<file path="src/rtl/nts_spi_api_bridge.sv">
// SPI-slave to parallel register API bridge for the NTS engine.
// Optional burst mode with address auto-increment: define NTS_SPI_BURST_EN.
module nts_spi_api_bridge #(
  parameter int CPOL           = 0,
  parameter int CPHA           = 1,
  parameter int API_SLAVE_BITS = 2,
  parameter int ADDR_WIDTH     = 8,
  parameter int DATA_WIDTH     = 32,
  parameter int SYNC_STAGES    = 2
) (
  input  logic                                      i_clk,
  input  logic                                      i_areset_n,
  input  logic                                      i_spi_sclk,
  input  logic                                      i_spi_mosi,
  input  logic                                      i_spi_ss,
  output logic                                      o_spi_miso,
  output logic [2**API_SLAVE_BITS-1:0]              o_api_cs,
  output logic                                      o_api_we,
  output logic [ADDR_WIDTH-1:0]                     o_api_address,
  output logic [DATA_WIDTH-1:0]                     o_api_write_data,
  input  logic [DATA_WIDTH*2**API_SLAVE_BITS-1:0]   i_api_read_data,
  output logic                                      o_frame_error
);

  localparam int   NS       = 2**API_SLAVE_BITS;
  localparam int   HB       = API_SLAVE_BITS + 1 + ADDR_WIDTH;
  localparam int   MAXB     = (DATA_WIDTH > HB) ? DATA_WIDTH : HB;
  localparam int   CW       = $clog2(MAXB + 1);
  localparam logic IDLE_LVL = (CPOL != 0);

  typedef enum logic [2:0] {IDLE, HUNT, HEADER, WR_DATA, RD_ISSUE, RD_CAPTURE, RD_SHIFT} state_t;

  logic [SYNC_STAGES-1:0]    sclk_sync_q, sclk_sync_d, mosi_sync_q, mosi_sync_d, ss_sync_q, ss_sync_d;
  logic                      sclk_last_q, sclk_last_d, ss_last_q, ss_last_d;
  logic                      sample_en_q, sample_en_d, shift_en_q, shift_en_d, mosi_bit_q, mosi_bit_d;
  logic                      ss_rise_q, ss_rise_d, ss_fall_q, ss_fall_d;
  state_t                    state_q, state_d;
  logic [CW-1:0]             bit_cnt_q, bit_cnt_d, shift_cnt_q, shift_cnt_d;
  logic                      done_q, done_d;
  logic [HB-1:0]             hdr_q, hdr_d, hdr_nxt;
  logic [API_SLAVE_BITS-1:0] slave_q, slave_d;
  logic [ADDR_WIDTH-1:0]     addr_q, addr_d;
  logic [DATA_WIDTH-1:0]     wsh_q, wsh_d, wd_nxt, msh_q, msh_d;
  logic [NS-1:0]             cs_q, cs_d;
  logic                      we_q, we_d, miso_q, miso_d, ferr_q, ferr_d;
  logic [ADDR_WIDTH-1:0]     aout_q, aout_d;
  logic [DATA_WIDTH-1:0]     wout_q, wout_d;

  logic sclk_s, rise, fall, lead, trail;
  assign sclk_s = sclk_sync_q[SYNC_STAGES-1];
  assign rise   = sclk_s & ~sclk_last_q;
  assign fall   = ~sclk_s & sclk_last_q;
  assign lead   = (CPOL != 0) ? fall : rise;
  assign trail  = (CPOL != 0) ? rise : fall;

  function automatic logic [NS-1:0] onehot(input logic [API_SLAVE_BITS-1:0] s);
    return NS'(1) << s;
  endfunction

  always_comb begin
    sclk_sync_d = {sclk_sync_q[SYNC_STAGES-2:0], i_spi_sclk};
    mosi_sync_d = {mosi_sync_q[SYNC_STAGES-2:0], i_spi_mosi};
    ss_sync_d   = {ss_sync_q[SYNC_STAGES-2:0], i_spi_ss};
    sclk_last_d = sclk_s;
    ss_last_d   = ss_sync_q[SYNC_STAGES-1];
    sample_en_d = (CPHA != 0) ? trail : lead;
    shift_en_d  = (CPHA != 0) ? lead : trail;
    mosi_bit_d  = mosi_sync_q[SYNC_STAGES-1];
    ss_rise_d   = ss_sync_q[SYNC_STAGES-1] & ~ss_last_q;
    ss_fall_d   = ~ss_sync_q[SYNC_STAGES-1] & ss_last_q;
    state_d     = state_q;
    bit_cnt_d   = bit_cnt_q;
    shift_cnt_d = shift_cnt_q;
    done_d      = done_q;
    hdr_d       = hdr_q;
    slave_d     = slave_q;
    addr_d      = addr_q;
    wsh_d       = wsh_q;
    msh_d       = msh_q;
    cs_d        = '0;
    we_d        = we_q;
    aout_d      = aout_q;
    wout_d      = wout_q;
    miso_d      = miso_q;
    ferr_d      = 1'b0;
    hdr_nxt     = {hdr_q[HB-2:0], mosi_bit_q};
    wd_nxt      = {wsh_q[DATA_WIDTH-2:0], mosi_bit_q};

    // SS release has priority over any bit sampled in the same cycle
    if (ss_rise_q) begin
      if ((state_q == HEADER || state_q == WR_DATA || state_q == RD_SHIFT) &&
          !done_q && bit_cnt_q != '0)
        ferr_d = 1'b1;
      state_d     = IDLE;
      bit_cnt_d   = '0;
      shift_cnt_d = '0;
      done_d      = 1'b0;
      miso_d      = 1'b0;
    end else begin
      case (state_q)
        IDLE: if (ss_fall_q) begin
          state_d   = HUNT;
          bit_cnt_d = '0;
          done_d    = 1'b0;
        end
        HUNT: if (sample_en_q && mosi_bit_q) begin
          state_d   = HEADER;
          bit_cnt_d = '0;
        end
        HEADER: if (sample_en_q) begin
          hdr_d = hdr_nxt;
          if (bit_cnt_q == CW'(HB - 1)) begin
            bit_cnt_d = '0;
            slave_d   = hdr_nxt[HB-1 -: API_SLAVE_BITS];
            addr_d    = hdr_nxt[ADDR_WIDTH-1:0];
            if (hdr_nxt[ADDR_WIDTH]) begin
              state_d = WR_DATA;
            end else begin
              cs_d    = onehot(hdr_nxt[HB-1 -: API_SLAVE_BITS]);
              we_d    = 1'b0;
              aout_d  = hdr_nxt[ADDR_WIDTH-1:0];
              state_d = RD_ISSUE;
            end
          end else begin
            bit_cnt_d = bit_cnt_q + 1'b1;
          end
        end
        WR_DATA: if (sample_en_q && !done_q) begin
          wsh_d = wd_nxt;
          if (bit_cnt_q == CW'(DATA_WIDTH - 1)) begin
            bit_cnt_d = '0;
            cs_d      = onehot(slave_q);
            we_d      = 1'b1;
            aout_d    = addr_q;
            wout_d    = wd_nxt;
`ifdef NTS_SPI_BURST_EN
            addr_d    = addr_q + 1'b1;
`else
            done_d    = 1'b1;
`endif
          end else begin
            bit_cnt_d = bit_cnt_q + 1'b1;
          end
        end
        RD_ISSUE: state_d = RD_CAPTURE;
        RD_CAPTURE: begin
          msh_d       = i_api_read_data[DATA_WIDTH*slave_q +: DATA_WIDTH];
          shift_cnt_d = '0;
          state_d     = RD_SHIFT;
        end
        RD_SHIFT: begin
          if (shift_en_q) begin
            if (shift_cnt_q < CW'(DATA_WIDTH)) begin
              miso_d      = msh_q[DATA_WIDTH-1];
              msh_d       = {msh_q[DATA_WIDTH-2:0], 1'b0};
              shift_cnt_d = shift_cnt_q + 1'b1;
            end else begin
              miso_d = 1'b0;
            end
          end
          if (sample_en_q && !done_q) begin
            if (bit_cnt_q == CW'(DATA_WIDTH - 1)) begin
              bit_cnt_d = '0;
`ifdef NTS_SPI_BURST_EN
              // next word is fetched now so it is loaded before its first shift edge
              addr_d    = addr_q + 1'b1;
              cs_d      = onehot(slave_q);
              we_d      = 1'b0;
              aout_d    = addr_q + 1'b1;
              state_d   = RD_ISSUE;
`else
              done_d    = 1'b1;
`endif
            end else begin
              bit_cnt_d = bit_cnt_q + 1'b1;
            end
          end
        end
        default: state_d = IDLE;
      endcase
    end
  end

  always_ff @(posedge i_clk or negedge i_areset_n) begin
    if (!i_areset_n) begin
      // SS chain starts "selected" so a frame already in progress cannot look like a fresh start
      sclk_sync_q <= {SYNC_STAGES{IDLE_LVL}};
      mosi_sync_q <= '0;
      ss_sync_q   <= '0;
      sclk_last_q <= IDLE_LVL;
      ss_last_q   <= 1'b0;
      sample_en_q <= 1'b0;
      shift_en_q  <= 1'b0;
      mosi_bit_q  <= 1'b0;
      ss_rise_q   <= 1'b0;
      ss_fall_q   <= 1'b0;
      state_q     <= IDLE;
      bit_cnt_q   <= '0;
      shift_cnt_q <= '0;
      done_q      <= 1'b0;
      hdr_q       <= '0;
      slave_q     <= '0;
      addr_q      <= '0;
      wsh_q       <= '0;
      msh_q       <= '0;
      cs_q        <= '0;
      we_q        <= 1'b0;
      aout_q      <= '0;
      wout_q      <= '0;
      miso_q      <= 1'b0;
      ferr_q      <= 1'b0;
    end else begin
      sclk_sync_q <= sclk_sync_d;
      mosi_sync_q <= mosi_sync_d;
      ss_sync_q   <= ss_sync_d;
      sclk_last_q <= sclk_last_d;
      ss_last_q   <= ss_last_d;
      sample_en_q <= sample_en_d;
      shift_en_q  <= shift_en_d;
      mosi_bit_q  <= mosi_bit_d;
      ss_rise_q   <= ss_rise_d;
      ss_fall_q   <= ss_fall_d;
      state_q     <= state_d;
      bit_cnt_q   <= bit_cnt_d;
      shift_cnt_q <= shift_cnt_d;
      done_q      <= done_d;
      hdr_q       <= hdr_d;
      slave_q     <= slave_d;
      addr_q      <= addr_d;
      wsh_q       <= wsh_d;
      msh_q       <= msh_d;
      cs_q        <= cs_d;
      we_q        <= we_d;
      aout_q      <= aout_d;
      wout_q      <= wout_d;
      miso_q      <= miso_d;
      ferr_q      <= ferr_d;
    end
  end

  assign o_spi_miso       = miso_q;
  assign o_api_cs         = cs_q;
  assign o_api_we         = we_q;
  assign o_api_address    = aout_q;
  assign o_api_write_data = wout_q;
  assign o_frame_error    = ferr_q;

endmodule

</file>
<file path="config.mk">
export PLATFORM = sky130hd
export DESIGN_NAME = nts_spi_api_bridge
export DESIGN_NICKNAME = d
export VERILOG_FILES = /design/src/rtl/nts_spi_api_bridge.sv
export SDC_FILE = /design/constraint.sdc
export NUM_CORES = 1
export LEC_CHECK = 0
export CORE_MARGIN = 5
export CORE_UTILIZATION = 40
export DETAILED_ROUTE_END_ITERATION = 8
export GPL_ROUTABILITY_DRIVEN = 0
export PLACE_DENSITY_LB_ADDON = 0.15
export SLEW_MARGIN = 5
export SYNTH_ARGS = -nofsm -noshare
export SYNTH_HDL_FRONTEND = slang
export SYNTH_SLANG_ARGS = --single-unit
export TNS_END_PERCENT = 5
</file>
<file path="constraint.sdc">
create_clock -name i_clk -period 2.3 [get_ports i_clk]
set_input_delay 0.46 -clock i_clk [delete_from_list [all_inputs] [get_ports i_clk]]
set_output_delay 0.46 -clock i_clk [all_outputs]
set_load 0.03 [all_outputs]
</file>
==> metrics.md <==
| Metric | Value |
|---|---|
| Remaining antenna violation count after routing | 0 |
| Fin crit period | 2.146 ns |
| Total CTS buffers | 17 |
| CTS Hold Bufs | 0 |
| Dpl cells | 973 |
| Clk_skew | 0.01017 ns |
| Netlist cell types | 54 |
| Power Dens Cells | 673.1 mW/mm² |
| Internal | 0.005159 W |
| Postcts setup bufs | 0 |
| Final period util | 93.31% |
| First-pass GRT wire length | 29,730 µm |
| GRT overflow | 0 |
| Mapped cell area | 0.007427 mm² |
| Setup Total Neg Slack | 0 ns |
| P_leak | 4.778 nW |
| IO Pins | 180 |
| Worst Path Class, Setup | reg -> reg |
| Sw power | 0.001700 W |
| DRC Markers | 0 |
| Design area | 0.01019 mm² |
| FF+latch count, synth | 159 |
| Asr flop ratio synth | 100.0% |
| Peak VDD IR | 411.5 µV |
| Initial antenna violation count | 0 |
| DP HPWL | 13,380 µm |
| Met3 WL | 1109 µm |
| Critical R2R Capture | o_api_address[5] |
| Syn Area/Cell | 12.85 µm² |
| H-tree Lvls | 4 |
| Syn Nets | 715 |
| CP startpoint kind | register |
| Root buffer cell | clkbuf_16 |
| Routed WL | 18,160 µm |
| Die Y | 146.3 µm |
| Post-synth EDFFs | 0 |
| Reg-to-reg startpoint | bit_cnt_q[0] |
| Resize count post-CTS | 0 |
| CP arrival | 2.44 ns |
| Worst skew pair latency | 0.41 ns |
| Post-Route M1 WL | 8113 µm |
| RSZ-0062 raised after global routing | false |
| Max clock buf depth | 2 |
| Highest metal layer with signal wires | met4 |
| Fin nets | 900 |
| Mean number of vias per cell | 5.273 |
| Hold Violations, Final | 0 |
| Comb power frac | 14.5% |
| Initial drt markers | 269 |
| Primary FF master, synth | dfrtp_1 |
| # diodes | 0 |
| Die area | 0.02139 mm² |
| Mapped Cells | 578 |
| R2R depth | 5 |
| Sw Share | 24.78% |
| CTS sink count | 159 |
| Port bufs | 179 |
| Row count | 49 |
| Non-filler instance count after layout | 1,005 |
| Die Wd | 146.3 µm |
| Core ar. | 0.01815 mm² |
| Largest net degree at the start of global routing | 65 |
| GRT Overall Usage | 17.21% |
| Final Setup Violations | 0 |
| Number of global-route vias before repair | 5,574 |
| Post-synthesis sequential area ratio | 53.57% |
| Router iterations before antenna repair | 4 |
| Reg2Reg Setup Slack | 0.15 ns |
| Pins Over Slew Limit | 0 |
| Fraction of layout cells with a size suffix above 1 | 22.94% |
| Crit path required time | 2.59 ns |
| Placed Area | 0.009587 mm² |
| Clk pin slew, worst setup/hold paths | 0.06 ns |
| Max frequency | 466.0 MHz |
| Met2 Wirelength | 8722 µm |
| Max cap viols | 0 |
| Clock power frac | 41.5% |
| Starting density of the core | 40.93% |
| DR WL/cell | 18.07 µm |
| Run status | finished clean |
| Area growth from synthesis to layout | 37.20% |
| Worst-Margin Slew | 0.5376 ns |
| Sequential power share | 43.9% |
| Total power | 0.006859 W |
| CP max FO | 8 |
| Slew headroom | 64.16% |
| Vias post-DR | 5,299 |
| Class of the worst hold path | in -> async |
| Setup crit end kind | register |
| TritonCTS clock tree | done |
| Syn. warnings | 0 |
[cell usage after synthesis (6+ instances only)]
master	count	area (µm²)
nor2b_1	11	68.82
mux2i_1	32	320.3
o21ai_0	46	230.2
a21oi_1	8	40.04
clkbuf_1	14	52.55
buf_2	19	95.09
inv_1	12	45.04
mux4_2	32	720.7
dfrtp_1	159	3979
mux2_2	84	945.9
nand2_1	75	281.5
nor2_1	8	30.03
nand3_1	6	30.03
[how the worst max path moves through the flow]
| stage | startpoint | to | cells after the start |
|---|---|---|---|
| detailed placement | bit_cnt_q[0] | o_api_address[5] | 5 |
| CTS | bit_cnt_q[0] | o_api_address[5] | 5 |
| global route | state_q[1] | o_api_write_data[6] | 5 |
| finish | bit_cnt_q[0] | o_api_address[5] | 5 |
| global placement | bit_cnt_q[0] | o_api_address[5] | 5 |
| floorplan | bit_cnt_q[0] | o_api_address[0] | 5 |
[cell families after synthesis]
group	share of synthesized area (%)
buf+inv	2.746
mux	27.06
fa+ha+maj	0.6739
flops	53.57
simple gates	8.575
xor+xnor	0.2359
compound gates	7.143
[per-stage QoR]
stage,setup slack (ns),util (%),hold slack [ns]
global placement,0.2279,52.83,0.3350
floorplan,0.3550,-,0.1644
CTS,0.1567,56.15,0.01669
finish,0.1539,56.15,0.01247
global route,0.03648,56.15,0.04468
detailed placement,0.1616,52.83,0.3355
[area by class of cell]
class | instances | area [µm²]
Clock inverter | 13 | 160.2
Timing Repair Buffer | 200 | 2026
Clock buffer | 19 | 442.9
Multi-Input combinational cell | 373 | 3249
Sequential cell | 159 | 3980
Fill cell | 1498 | 7958
Tap cell | 229 | 286.5
Inverter | 12 | 45.04
[sequential cells by signal, indices dropped and copies added (netlist names), 2 cells and up]
signal / cells
hdr_q: 10
state_q: 3
shift_cnt_q: 6
o_api_write_data: 32
addr_q: 8
ss_sync_q: 2
sclk_sync_q: 2
o_api_cs: 4
wsh_q: 31
msh_q: 32
o_api_address: 8
mosi_sync_q: 2
bit_cnt_q: 6
slave_q: 2
[power groups by stage]
stage | Combinational [W] | Sequential (W) | Clock, W
3_5_place_dp | 0.000994 | 0.00306 | 0
3_3_place_gp | 0.000968 | 0.00306 | 0
5_1_grt | 0.00109 | 0.00304 | 0.00302
6_report | 0.000995 | 0.00301 | 0.00285
4_1_cts | 0.000999 | 0.00301 | 0.00293
2_1_floorplan | 0.000518 | 0.00305 | 0
[cell usage in the layout (no fill, tap or decap), types with 3 or more instances in the layout]
| cell type | netlist | layout |
|---|---|---|
| mux4_2 | 32 | 32 |
| a21oi_1 | 8 | 8 |
| nor3_1 | 4 | 4 |
| nand3_1 | 6 | 6 |
| buf_12 | 0 | 6 |
| nor2b_1 | 11 | 11 |
| mux2_2 | 84 | 84 |
| a211o_1 | 3 | 3 |
| mux2i_1 | 32 | 32 |
| o22ai_1 | 4 | 4 |
| nand2_1 | 75 | 73 |
| clkinv_2 | 0 | 4 |
| nor2_1 | 8 | 8 |
| ha_1 | 4 | 4 |
| bufinv_16 | 0 | 3 |
| nand2b_1 | 4 | 4 |
| buf_4 | 0 | 15 |
| nor4_1 | 3 | 3 |
| and3_1 | 3 | 3 |
| o21ai_0 | 46 | 46 |
| inv_1 | 12 | 12 |
| inv_6 | 0 | 3 |
| clkdlybuf4s50_1 | 0 | 178 |
| dfrtp_1 | 159 | 158 |
| clkbuf_16 | 0 | 17 |
| nor3b_1 | 3 | 3 |
[layer usage]
metal	vias up	global-route usage, %
li1	2477	-
met1	2627	22.74
met2	179	27.92
met3	16	4.710
met4	0	5.127
met5	-	0
[critical path, stage by stage, from the launching register on]
cell and delay, ns:
dfrtp_1 0.41, ha_1 0.21, nand3_1 0.17, or4_4 0.56, a21boi_4 0.30, mux2_2 0.38
Note: power is estimated with default switching activity, not from simulation.
